===== src/rtl/psum_buff_ctrl_pkg.sv =====
// Shared state encoding and default buffer sizing for the partial-sum
// buffer sequencer, its counter and the PSUM_BUFF model.
package psum_pkg;
  localparam int BUF_DEPTH      = 8;
  localparam int BUF_ADDR_WIDTH = 3;
  localparam int BUF_DATA_WIDTH = 25;

  typedef enum logic [2:0] {
    IDLE  = 3'd0,
    INIT  = 3'd1,
    ACCUM = 3'd2,
    DRAIN = 3'd3,
    FLUSH = 3'd4
  } psum_state_e;
endpackage


===== src/rtl/psum_buff_ctrl_slot_counter.sv =====
// Slot/pass counter pair: the slot wraps at DEPTH-1 and the wrap advances the
// pass. Clear has priority over increment.
module psum_slot_counter #(
  parameter int DEPTH      = 8,
  parameter int ADDR_WIDTH = 3,
  parameter int PASS_WIDTH = 8
) (
  input  logic                  clk,
  input  logic                  rst,
  input  logic                  i_clr,
  input  logic                  i_inc,
  input  logic [PASS_WIDTH-1:0] i_passes,
  output logic                  o_slot_last,
  output logic                  o_pass_last,
  output logic                  o_wrap
);
  localparam logic [ADDR_WIDTH-1:0] LAST_SLOT = ADDR_WIDTH'(DEPTH - 1);
  localparam logic [ADDR_WIDTH-1:0] SLOT_ONE  = ADDR_WIDTH'(1);
  localparam logic [PASS_WIDTH-1:0] PASS_ONE  = PASS_WIDTH'(1);

  logic [ADDR_WIDTH-1:0] r_slot;
  logic [PASS_WIDTH-1:0] r_pass;

  // Slot and pass registers.
  always_ff @(posedge clk or posedge rst) begin
    if (rst) begin
      r_slot <= {ADDR_WIDTH{1'b0}};
      r_pass <= {PASS_WIDTH{1'b0}};
    end else if (i_clr) begin
      r_slot <= {ADDR_WIDTH{1'b0}};
      r_pass <= {PASS_WIDTH{1'b0}};
    end else if (i_inc) begin
      if (o_slot_last) begin
        r_slot <= {ADDR_WIDTH{1'b0}};
        r_pass <= r_pass + PASS_ONE;
      end else begin
        r_slot <= r_slot + SLOT_ONE;
      end
    end
  end

  assign o_slot_last = (r_slot == LAST_SLOT);
  assign o_pass_last = (r_pass == (i_passes - PASS_ONE));
  assign o_wrap      = i_inc & o_slot_last;
endmodule


===== src/rtl/psum_buff_ctrl.sv =====
// Partial-sum buffer sequencer: zero-fills the buffer, gates PE strobes into
// accumulate pushes for the configured passes, then drains while re-zeroing.
module psum_buff_ctrl
  import psum_pkg::*;
#(
  parameter int DEPTH      = BUF_DEPTH,
  parameter int ADDR_WIDTH = BUF_ADDR_WIDTH,
  parameter int PASS_WIDTH = 8,
  parameter int DATA_WIDTH = BUF_DATA_WIDTH
) (
  input  logic                  clk,
  input  logic                  rst,
  input  logic                  start,
  input  logic [PASS_WIDTH-1:0] cfg_passes,
  input  logic                  pe_valid,
  output logic                  p_init,
  output logic                  p_valid_data,
  output logic                  p_write_zero,
  input  logic [DATA_WIDTH-1:0] fifo_out,
  input  logic                  valid_fifo_out,
  output logic [DATA_WIDTH-1:0] res_data,
  output logic                  res_valid,
  output logic                  res_last,
  output logic                  busy,
  output logic                  done,
  output logic                  err_overrun
);
  localparam logic [PASS_WIDTH-1:0] PASS_ONE = PASS_WIDTH'(1);

  psum_state_e           r_state;
  logic [PASS_WIDTH-1:0] r_passes;
  logic                  r_p_init;
  logic                  r_p_write_zero;
  logic [DATA_WIDTH-1:0] r_res_data;
  logic                  r_res_valid;
  logic                  r_res_last;
  logic                  r_busy;
  logic                  r_done;
  logic                  r_err;

  logic w_cnt_clr;
  logic w_cnt_inc;
  logic w_slot_last;
  logic w_pass_last;
  logic w_wrap;
  logic w_in_accum;

  assign w_in_accum = (r_state == ACCUM);

  // Counter steering; each phase leaves the counter at zero for the next one.
  always_comb begin
    w_cnt_clr = 1'b0;
    w_cnt_inc = 1'b0;
    case (r_state)
      IDLE:    w_cnt_clr = start;
      INIT: begin
        w_cnt_inc = 1'b1;
        w_cnt_clr = w_slot_last;
      end
      ACCUM: begin
        w_cnt_inc = pe_valid;
        w_cnt_clr = w_wrap & w_pass_last;
      end
      DRAIN: begin
        w_cnt_inc = 1'b1;
        w_cnt_clr = w_slot_last;
      end
      default: w_cnt_clr = 1'b1;
    endcase
  end

  psum_slot_counter #(
    .DEPTH      (DEPTH),
    .ADDR_WIDTH (ADDR_WIDTH),
    .PASS_WIDTH (PASS_WIDTH)
  ) u_slot_counter (
    .clk         (clk),
    .rst         (rst),
    .i_clr       (w_cnt_clr),
    .i_inc       (w_cnt_inc),
    .i_passes    (r_passes),
    .o_slot_last (w_slot_last),
    .o_pass_last (w_pass_last),
    .o_wrap      (w_wrap)
  );

  // Job sequencing, result capture and status flags.
  always_ff @(posedge clk or posedge rst) begin
    if (rst) begin
      r_state        <= IDLE;
      r_passes       <= {PASS_WIDTH{1'b0}};
      r_p_init       <= 1'b0;
      r_p_write_zero <= 1'b0;
      r_res_data     <= {DATA_WIDTH{1'b0}};
      r_res_valid    <= 1'b0;
      r_res_last     <= 1'b0;
      r_busy         <= 1'b0;
      r_done         <= 1'b0;
      r_err          <= 1'b0;
    end else begin
      r_done      <= 1'b0;
      r_res_valid <= 1'b0;
      r_res_last  <= 1'b0;
      if (pe_valid && !w_in_accum) begin
        r_err <= 1'b1;
      end
      case (r_state)
        IDLE: begin
          if (start) begin
            r_passes <= (cfg_passes == {PASS_WIDTH{1'b0}}) ? PASS_ONE : cfg_passes;
            r_err    <= 1'b0;
            r_p_init <= 1'b1;
            r_busy   <= 1'b1;
            r_state  <= INIT;
          end
        end
        INIT: begin
          if (w_wrap) begin
            r_p_init <= 1'b0;
            r_state  <= ACCUM;
          end
        end
        ACCUM: begin
          if (w_wrap && w_pass_last) begin
            r_p_write_zero <= 1'b1;
            r_state        <= DRAIN;
          end
        end
        DRAIN: begin
          // A missing head word is dropped from the stream and flagged.
          if (valid_fifo_out) begin
            r_res_data  <= fifo_out;
            r_res_valid <= 1'b1;
            r_res_last  <= w_slot_last;
          end else begin
            r_err <= 1'b1;
          end
          if (w_wrap) begin
            r_p_write_zero <= 1'b0;
            r_state        <= FLUSH;
          end
        end
        FLUSH: begin
          r_done  <= 1'b1;
          r_busy  <= 1'b0;
          r_state <= IDLE;
        end
        default: begin
          r_p_init       <= 1'b0;
          r_p_write_zero <= 1'b0;
          r_busy         <= 1'b0;
          r_state        <= IDLE;
        end
      endcase
    end
  end

  assign p_init       = r_p_init;
  assign p_valid_data = w_in_accum & pe_valid;
  assign p_write_zero = r_p_write_zero;
  assign res_data     = r_res_data;
  assign res_valid    = r_res_valid;
  assign res_last     = r_res_last;
  assign busy         = r_busy;
  assign done         = r_done;
  assign err_overrun  = r_err;
endmodule


===== config.mk =====
export PLATFORM = sky130hd
export DESIGN_NAME = psum_buff_ctrl
export DESIGN_NICKNAME = d
export VERILOG_FILES = /design/src/rtl/psum_buff_ctrl_pkg.sv /design/src/rtl/psum_buff_ctrl_slot_counter.sv /design/src/rtl/psum_buff_ctrl.sv
export SDC_FILE = /design/constraint.sdc
export NUM_CORES = 1
export LEC_CHECK = 0
export ABC_AREA = 1
export BUFFER_PORTS_ARGS = -buffer_cell sky130_fd_sc_hd__buf_2
export CAP_MARGIN = 15
export CORE_ASPECT_RATIO = 0.75
export CORE_MARGIN = 2
export CORE_UTILIZATION = 23
export CTS_CLUSTER_DIAMETER = 80
export CTS_CLUSTER_SIZE = 20
export DETAILED_ROUTE_END_ITERATION = 8
export GPL_ROUTABILITY_DRIVEN = 1
export PLACE_DENSITY = 0.53
export SYNTH_ARGS = -nofsm -noshare
export SYNTH_HDL_FRONTEND = slang
export SYNTH_HIERARCHICAL = 1
export SYNTH_SLANG_ARGS = --single-unit

===== constraint.sdc =====
create_clock -name clk -period 2.36 [get_ports clk]
set_input_delay 0.118 -clock clk [delete_from_list [all_inputs] [get_ports clk]]
set_output_delay 0.118 -clock clk [all_outputs]
set_load 0.05 [all_outputs]

==> results of run 1 <==
worst max path at each step:
stage	from	endpoint	slack [ps]	depth (start not counted)
after floorplan	r_state[2]	u_slot_counter/r_pass[6]	350	11
after global placement	r_passes[0]	u_slot_counter/r_pass[6]	260	14
after detailed placement	r_passes[0]	u_slot_counter/r_pass[6]	110	13
after CTS	r_passes[0]	u_slot_counter/r_pass[6]	90	13
after global routing	r_passes[0]	u_slot_counter/r_pass[6]	2	16
final	r_passes[0]	u_slot_counter/r_pass[6]	260	16
state kept, by name, indices dropped and copies added, names as in the netlist:
name                   count
res_data                  25
r_passes                   8
u_slot_counter/r_pass      8
r_state                    3
u_slot_counter/r_slot      3
busy                       1
done                       1
err_overrun                1
p_init                     1
p_write_zero               1
res_last                   1
res_valid                  1
what timing repair did:
action,CTS,global route
resized for setup,0,12
endpoints found under the hold margin,11,0
setup endpoints to repair,0,9
hold buffers,1,0
buffers inserted,0,2
cells in the mapped netlist, types with 2 or more instances:
cell type / count / share of area
a21oi_1: 5 / 0.0093
buf_2: 5 / 0.0093
buf_4: 2 / 0.0056
dfrtp_1: 54 / 0.50
ha_1: 4 / 0.019
inv_1: 43 / 0.060
inv_2: 5 / 0.0070
nand2_1: 135 / 0.19
nand2_2: 3 / 0.0070
nand3_1: 21 / 0.039
nand4_1: 8 / 0.019
nor2_1: 24 / 0.034
nor2_2: 2 / 0.0047
nor2_4: 2 / 0.0084
nor3_1: 3 / 0.0056
o21ai_0: 15 / 0.028
o21ai_1: 3 / 0.0056
xnor2_1: 4 / 0.013
xor2_1: 2 / 0.0065
logic make-up (layout without fill, tap and decap cells):
| logic type | Yosys count | in the layout | synth area share |
|---|---|---|---|
| buffers and inverters | 56 | 133 | 0.08446 |
| AO/OA/AOI/OAI | 25 | 25 | 0.04806 |
| flip-flops | 54 | 54 | 0.5040 |
| adder cells (fa/ha/maj) | 4 | 4 | 0.01867 |
| AND/OR/NAND/NOR | 204 | 204 | 0.3253 |
| XOR/XNOR | 6 | 6 | 0.01960 |
per-layer routing:
metal,track usage,vias up,share of wire
li1,-,1228,-
met1,0.1460,1124,0.46
met2,0.1888,85,0.45
met3,0.04295,9,0.077
met4,0.03344,0,0.013
met5,0,-,0
worst min-delay path, cell delays in order:
cell     delay [ps]
buf_2            70
nand2_1          40
nand2_1          40
final cells by class:
class                           instances  area (um^2)  share of cell area
Clock buffer                            5        125.1             0.03672
Inverter                               49        188.9             0.05545
Sequential cell                        54         1351              0.3966
Tap cell                              144        180.2             0.05288
Clock inverter                          2        15.01            0.004407
Multi-Input combinational cell        239         1137              0.3338
Timing Repair Buffer                   77        409.1              0.1201
power breakdown:
group / total, W / internal (W) / switching, W
Clock: 0.000722 / 0.000388 / 0.000334
Combinational: 0.00238 / 0.000686 / 0.00170
Sequential: 0.00150 / 0.00126 / 0.000242
per-stage QoR:
stage	setup WS (ps)	instances	utilization	hold WS (ps)	area, um^2
floorplan	347.0	349	-	-29.56	2681
global placement	255.3	560	0.2788	156.3	3202
detailed placement	114.5	560	0.2788	166.2	3202
CTS	95.00	568	0.2918	5.055	3352
global route	1.836	570	0.2966	15.03	3407
finish	261.8	570	0.2966	15.35	3407
==> impl_metrics.env, run 1 <==
export IMPL_fmax_mhz=476.6
export IMPL_path_clk_slew_ps=70
export IMPL_clock_latency_ps=290
export IMPL_setup_viol=0
export IMPL_floorplan_die_width_um=128.7
export IMPL_drtPass1Iterations=4
export IMPL_slew_headroom=0.3871
export IMPL_dieArea_um2=12550
export IMPL_fin_crit_sh=0.8891
export IMPL_seq_area_frac_synth=0.5040
export IMPL_status="finished clean"
export IMPL_power_w=0.004605
export IMPL_crit_buf_inv=4
export IMPL_routed_wl_mm=6.656
export IMPL_wl_per_cell_um=11.68
export IMPL_hpwl_mm=4.896
export IMPL_grt_max_degree=44
export IMPL_holdPathStages=3
export IMPL_cp_arrival_ps=2270
export IMPL_cp_data_required_time_ps=2540
export IMPL_min_period_ps=2098
export IMPL_clock_sinks=54
export IMPL_netlist_area_um2=2681
export IMPL_finalHoldViolations=0
export IMPL_fin_skew_ps=5.308
export IMPL_antennaDiodeCount=0
export IMPL_cap_violations=0
export IMPL_critPathKind="register to register"
export IMPL_ys_warn_count=6
export IMPL_slowest_stage="dfrtp_1"
export IMPL_final_nets=468
export IMPL_timing_reg2reg_setup_slack_ps=260
export IMPL_drive_gt1_frac=0.2535
export IMPL_drt_vias_per_instance=4.291
export IMPL_antenna_left=0
export IMPL_crit_fanout=6
export IMPL_area_delta_synth_final_pct=27.06
export IMPL_leakagePower_nw=1.882
export IMPL_vias=2446
export IMPL_core_um2=11490
export IMPL_grt_overflow_total=0
export IMPL_rr_worst_depth=16
export IMPL_synth_seq_cells=54
export IMPL_slowest_delay_ps=390
export IMPL_tightest_slew_ps=918.0
export IMPL_syn_area_per_cell_um2=7.683
export IMPL_place_gp_congestion=0.8948
export IMPL_grt_antenna_before_repair=0
export IMPL_row_count=34
export IMPL_end_kind="register"
export IMPL_reg2reg_from="r_passes[0]"
export IMPL_grt_pass1_wl_mm=11.83
export IMPL_synth_distinct_cells=28
export IMPL_synth_cells=349
export IMPL_yosys_most_used_dff="dfrtp_1"
export IMPL_die_height_um=97.51
export IMPL_cts_tree="built"
export IMPL_rr_endpoint="u_slot_counter/r_pass[6]"
export IMPL_mostFrequentLayoutCell="nand2_1"
export IMPL_critPathTopFamily="simple AND/OR/NAND/NOR gates"
export IMPL_crit_chain="inv_2 > ha_4 > inv_1 > nand2_1 > nand2_1 > nor2_2 > nand3_1 > nor2_1 > nand3_1 > nor2_2 > nand4_1 > nand3_2 > inv_4 > buf_6 > nand4_1 > o21ai_1"
export IMPL_grt_pass1_vias=2570
export IMPL_clock_path_buffers=2
export IMPL_fin_tns_setup_ps=0
export IMPL_drv_slew=0
export IMPL_grtUsageTotal=0.1168
export IMPL_drtIter0Drc=97
export IMPL_numPortBuffers=70
export IMPL_synthesis_nets=391
export IMPL_min_to="res_data[6]"
export IMPL_holdCritPathClass="primary input to register"
export IMPL_grt_setup_unrepaired="true"
export IMPL_async_reset_ff_frac=1.000
export IMPL_power_density_nw_per_um2=1352
export IMPL_final_cell_mix="nand2_1 (134), buf_2 (70), dfrtp_1 (54)"
export IMPL_synth_edf_count=0
export IMPL_h_tree_depth=2
export IMPL_vdd_drop_max_v=0.0005925
export IMPL_start_util=0.2334
export IMPL_n_fill_cell=1223
export IMPL_min_from="fifo_out[6]"
export IMPL_cts_made_buffers=5
export IMPL_pin_count=71
export IMPL_cp_start_kind="register"
export IMPL_drc_errors=0
export IMPL_clockRootBuffer="clkbuf_16"
Power figures use the tool's default switching activity.
==> inputs of run 2 (changes only) <==
CORE_ASPECT_RATIO = 0.6   (was 0.75)
PLACE_DENSITY = 0.48   (was 0.53)
==> impl_metrics.env, run 2 (synthesis results as in run 1) <==
export IMPL_grt_pass1_wl_mm=11.31
export IMPL_slowest_stage="dfrtp_1"
export IMPL_drtPass1Iterations=4
export IMPL_antenna_left=0
export IMPL_wl_per_cell_um=11.51
export IMPL_power_w=0.004660
export IMPL_drc_errors=0
export IMPL_core_um2=11340
export IMPL_switching_share=0.4937
export IMPL_vdd_drop_max_v=0.0004449
export IMPL_grtUsageTotal=0.1143
export IMPL_die_height_um=87.64
export IMPL_setup_viol=0
export IMPL_h_tree_depth=2
export IMPL_cp_data_required_time_ps=2530
export IMPL_start_util=0.2365
export IMPL_internal_power_w=0.002359
export IMPL_tightest_slew_ps=440.2
export IMPL_slew_headroom=0.7062
export IMPL_path_common_cell="inv_1"
export IMPL_fin_skew_ps=8.706
export IMPL_final_cell_mix="nand2_1 (134), buf_2 (70), dfrtp_1 (54)"
export IMPL_numPortBuffers=70
export IMPL_crit_chain="inv_1 > ha_2 > inv_1 > nand2_1 > nand2_1 > nor2_1 > nand3_1 > nor2_1 > nand3_1 > nor2_2 > nand4_1 > nand3_2 > inv_1 > buf_4 > nand4_1 > o21ai_0"
export IMPL_drtIter0Drc=179
export IMPL_crit_fanout=6
export IMPL_status="finished clean"
export IMPL_drv_slew=0
export IMPL_grt_antenna_before_repair=0
export IMPL_clock_sinks=54
export IMPL_drt_vias_per_instance=3.964
export IMPL_min_period_ps=2224
export IMPL_place_gp_congestion=0.8765
export IMPL_finalHoldViolations=0
export IMPL_pre_cts_ws_ps=129.5
export IMPL_fmax_mhz=449.6
export IMPL_antennaDiodeCount=0
export IMPL_fin_crit_sh=0.9426
export IMPL_cap_violations=0
export IMPL_largest_register_ff_count=25
export IMPL_finalWorstSetupSlack_ps=135.6
export IMPL_drive_gt1_frac=0.2552
export IMPL_vias=2343
export IMPL_dp_cells=578
export IMPL_leakagePower_nw=1.908
export IMPL_power_frac_seq=0.321
export IMPL_holdCritPathClass="primary input to register"
export IMPL_pin_count=71
export IMPL_power_density_nw_per_um2=1353
export IMPL_comb_power_share=0.511
export IMPL_cp_start_kind="register"
export IMPL_path_clk_slew_ps=80
export IMPL_slowest_delay_ps=410
export IMPL_cts_made_buffers=5
export IMPL_hpwl_mm=5.192
export IMPL_dieArea_um2=12570
export IMPL_floorplan_die_width_um=143.4
export IMPL_mostFrequentLayoutCell="nand2_1"
export IMPL_area_delta_synth_final_pct=28.46
export IMPL_grt_max_degree=31
export IMPL_final_nets=472
export IMPL_fin_tns_setup_ps=0
export IMPL_clockRootBuffer="clkbuf_16"
export IMPL_row_count=30
export IMPL_layoutNonFillerInstCount=591
export IMPL_pwr_share_clk=0.168
export IMPL_cts_tree="built"
export IMPL_cp_arrival_ps=2400
export IMPL_end_kind="register"
export IMPL_net_switching_power_w=0.002300
export IMPL_grt_pass1_vias=2228
export IMPL_clock_latency_ps=290
export IMPL_grt_overflow_total=0
export IMPL_critPathKind="register to register"
export IMPL_clock_path_buffers=2
export IMPL_routed_wl_mm=6.800
==> run 2: worst paths after layout <==
check	from	end	slack, ps	cells past startpoint
min in group asynchronous	rst	p_write_zero	330	3
max in group asynchronous	rst	r_passes[5]	1340	4
setup reg to reg	r_passes[1]	u_slot_counter/r_pass[6]	140	16
hold reg to reg	res_data[13]	res_data[13]	480	2
setup / recovery	r_passes[1]	u_slot_counter/r_pass[6]	140	16
hold / removal	fifo_out[23]	res_data[23]	10	3
==> run 2: worst max-delay path: cells and delay by family, from the launching register on <==
kind | cells | cell delay (ps)
fa+ha+maj | 1 | 330
flops | 1 | 410
buf+inv | 4 | 340
simple gates | 10 | 940
compound gates | 1 | 90
==> run 2: area by class of cell <==
class / instances / area (um^2)
Multi-Input combinational cell: 239 / 1116
Fill cell: 1267 / 7891
Clock buffer: 6 / 138.9
Sequential cell: 54 / 1351
Tap cell: 160 / 200.2
Clock inverter: 2 / 16.27
Inverter: 49 / 186.4
Timing Repair Buffer: 81 / 435.4
==> run 2: metal layers <==
layer / global-route usage / part of all wire / wire length, um
met2: 0.1541 / 0.38 / 2585
met1: 0.1791 / 0.54 / 3640
met5: 0 / 0 / 0
met3: 0.02952 / 0.077 / 524
met4: 0.02674 / 0.0072 / 49
==> run 2: repair_timing <==
action	4_1_cts	5_1_grt
setup buffers	0	4
hold endpoints to repair	24	0
hold buffers	1	0
setup endpoints to repair	0	11
gates resized for setup	0	4
==> run 2: stage by stage <==
stage	util	instance area, um^2	hold slack, ps
3_3_place_gp	0.2855	3237	91.84
6_report	0.3039	3445	11.88
5_1_grt	0.3039	3445	7.903
4_1_cts	0.3001	3402	4.369
2_1_floorplan	-	2681	-29.56
3_5_place_dp	0.2855	3237	94.58
==> run 2: power by group through the flow <==
stage	clock network, W	logic, W	registers (W)
2_1_floorplan	0	0.00102	0.00224
3_3_place_gp	0	0.00233	0.00151
3_5_place_dp	0	0.00234	0.00151
4_1_cts	0.000816	0.00235	0.00150
5_1_grt	0.000845	0.00264	0.00154
6_report	0.000783	0.00238	0.00150
==> inputs of run 3 (changes only) <==
ABC_AREA = unset   (was 1)
==> impl_metrics.env, run 3 <==
export IMPL_critPathTopFamily="compound AO/OA/AOI/OAI gates"
export IMPL_row_count=30
export IMPL_drt_vias_per_instance=4.154
export IMPL_synth_edf_count=0
export IMPL_final_nets=326
export IMPL_async_reset_ff_frac=1.000
export IMPL_final_core_util=0.2966
export IMPL_holdCritPathClass="primary input to register"
export IMPL_multi_input_area_um2=1162
export IMPL_cts_tree="built"
export IMPL_crit_chain="buf_4 > nor4b_4 > mux2i_1 > o211ai_1 > o311a_1 > a311oi_2 > o21ai_0 > buf_4 > nor2_1"
export IMPL_grt_overflow_total=0
export IMPL_synth_area_leader_cell="dfrtp_1"
export IMPL_mostFrequentLayoutCell="buf_2"
export IMPL_min_period_ps=2176
export IMPL_routed_wl_mm=5.770
export IMPL_yosys_most_used_dff="dfrtp_1"
export IMPL_slowest_delay_ps=380
export IMPL_synthesis_nets=247
export IMPL_grt_setup_unrepaired="false"
export IMPL_grt_pass1_wl_mm=9.356
export IMPL_layoutNonFillerInstCount=429
export IMPL_path_clk_slew_ps=70
export IMPL_cts_made_buffers=5
export IMPL_clock_path_buffers=2
export IMPL_clockRootBuffer="clkbuf_16"
export IMPL_postCtsSetupRepairBufs=0
export IMPL_drc_errors=0
export IMPL_cp_data_required_time_ps=2540
export IMPL_cap_violations=0
export IMPL_cp_arrival_ps=2360
export IMPL_crit_buf_inv=2
export IMPL_core_um2=11190
export IMPL_drtIter0Drc=91
export IMPL_fin_skew_ps=6.937
export IMPL_vias=1782
export IMPL_finalHoldViolations=0
export IMPL_synth_cells=205
export IMPL_crit_fanout=11
export IMPL_regArea_um2=1351
export IMPL_floorplan_die_width_um=141.5
export IMPL_drv_slew=0
export IMPL_hpwl_mm=4.207
export IMPL_fin_crit_sh=0.9219
export IMPL_place_gp_congestion=0.7689
export IMPL_pin_count=71
export IMPL_drtPass1Iterations=4
export IMPL_status="finished clean"
export IMPL_ys_warn_count=6
export IMPL_synthTopCellsByArea="dfrtp_1 (52%), mux2_4 (10%), mux2_2 (3.5%)"
export IMPL_synth_seq_cells=54
export IMPL_slowest_stage="dfrtp_1"
export IMPL_vdd_drop_max_v=0.0005982
export IMPL_fin_hold_ws_ps=47.38
export IMPL_area_delta_synth_final_pct=27.26
export IMPL_synth_commonest_cells="dfrtp_1 (54), mux2_4 (18), nor2_1 (16), inv_1 (10)"
export IMPL_dieArea_um2=12230
export IMPL_largest_register_ff_count=25
export IMPL_syn_area_per_cell_um2=12.72
export IMPL_fmax_mhz=459.6
export IMPL_tightest_slew_ps=940.3
export IMPL_wl_per_cell_um=13.45
export IMPL_cp_start_kind="register"
export IMPL_clock_latency_ps=300
export IMPL_grtUsageTotal=0.09960
export IMPL_setup_viol=0
export IMPL_design_area_um2=3318
export IMPL_clock_sinks=54
export IMPL_end_kind="register"
export IMPL_yosys_cell_count_top_type="dfrtp_1"
export IMPL_antenna_left=0
export IMPL_grt_max_degree=44
export IMPL_grt_antenna_before_repair=0
export IMPL_power_density_nw_per_um2=1502
export IMPL_numPortBuffers=70
export IMPL_grt_pass1_vias=1784
export IMPL_netlist_area_um2=2608
export IMPL_placed_area_um2=3133
export IMPL_fin_tns_setup_ps=0
export IMPL_start_util=0.2331
export IMPL_yosysTopAreaCellShare=0.5182
export IMPL_die_height_um=86.48
export IMPL_h_tree_depth=2
export IMPL_final_cell_mix="buf_2 (70), dfrtp_1 (54), mux2_4 (18)"
export IMPL_synth_distinct_cells=40
export IMPL_seq_area_frac_synth=0.5182
export IMPL_drive_gt1_frac=0.4211
export IMPL_path_common_cell="buf_4"
export IMPL_leakagePower_nw=1.603
export IMPL_critPathKind="register to register"
export IMPL_n_fill_cell=1172
export IMPL_antennaDiodeCount=0
export IMPL_slew_headroom=0.3722
export IMPL_dp_cells=420
[run 3: cell count changes after synthesis, sizes merged, moves of 3 or more]
cell   before  now
a21oi       5    8
inv        49   10
mux2        0   32
mux2i       0    7
nand2     139    7
nand3      22    2
nand4       8    3
nor2       28   16
nor2b       0    6
nor3        4    8
nor3b       0    4
o21ai      18    4
xnor2       4    8
xor2        2    7
[run 3: worst paths after layout]
| check | startpoint | to | slack, ps | depth (start not counted) |
|---|---|---|---|---|
| max in group asynchronous | rst | r_passes[6] | 1170 | 3 |
| worst min-delay path | fifo_out[18] | res_data[18] | 50 | 2 |
| worst max-delay path | r_passes[0] | u_slot_counter/r_slot[1] | 180 | 9 |
| worst max register to register | r_passes[0] | u_slot_counter/r_slot[1] | 180 | 9 |
| min in group asynchronous | rst | u_slot_counter/r_slot[1] | 390 | 3 |
| worst min register to register | busy | busy | 480 | 1 |
[run 3: metal layers]
metal  share of wire  global-route usage  wire (um)  vias to the layer above
li1                -                   -          -                      868
met1            0.54              0.1486       3139                      863
met2            0.39              0.1333       2236                       46
met3           0.055             0.02983        316                        5
met4           0.014             0.03818         78                        0
met5               0                   0          0                        -
[run 3: cell type report]
class / instances / area share
sequential: 54 / 0.4072
multi-input combinational: 134 / 0.3503
timing repair buffer: 79 / 0.1267
tap: 144 / 0.05430
clock buffer: 6 / 0.03884
clock inverter: 2 / 0.01131
inverter: 10 / 0.01131
[run 3: repair_timing]
| item | CTS | global route |
|---|---|---|
| endpoints found under the hold margin | 11 | 0 |
| endpoints found under the setup margin | 0 | 11 |
| hold buffers | 1 | 0 |
| gates resized for setup | 0 | 2 |
[run 3: worst register-to-register path: cells and delay by family, from the launching register on]
family                 cells  cell delay, ps
multiplexers               1             120
flip-flops                 1             380
AO/OA/AOI/OAI              4             760
AND/OR/NAND/NOR            2             440
buffers and inverters      2             360
[run 3: cells by family (layout without fill, tap and decap cells)]
group	count (synthesis)	after routing	synth area share
fa+ha+maj	4	4	0.01919
xor+xnor	15	15	0.05039
flops	54	54	0.5182
simple gates	56	56	0.1344
mux	39	39	0.1910
compound gates	20	20	0.04751
buf+inv	17	97	0.03934
[run 3: through the flow]
step	setup slack, ps	total power [W]
2_1_floorplan	112.8	0.003583
3_3_place_gp	156.7	0.004143
3_5_place_dp	91.87	0.004155
4_1_cts	71.78	0.005043
5_1_grt	2.269	0.005281
6_report	184.4	0.004985
[run 3: report_power, final]
group	switching, W	internal, W	total (W)
clock network	0.000342	0.000502	0.000844
registers	0.000257	0.00131	0.00156
logic	0.00162	0.000961	0.00258
total	0.00222	0.00277	0.00498
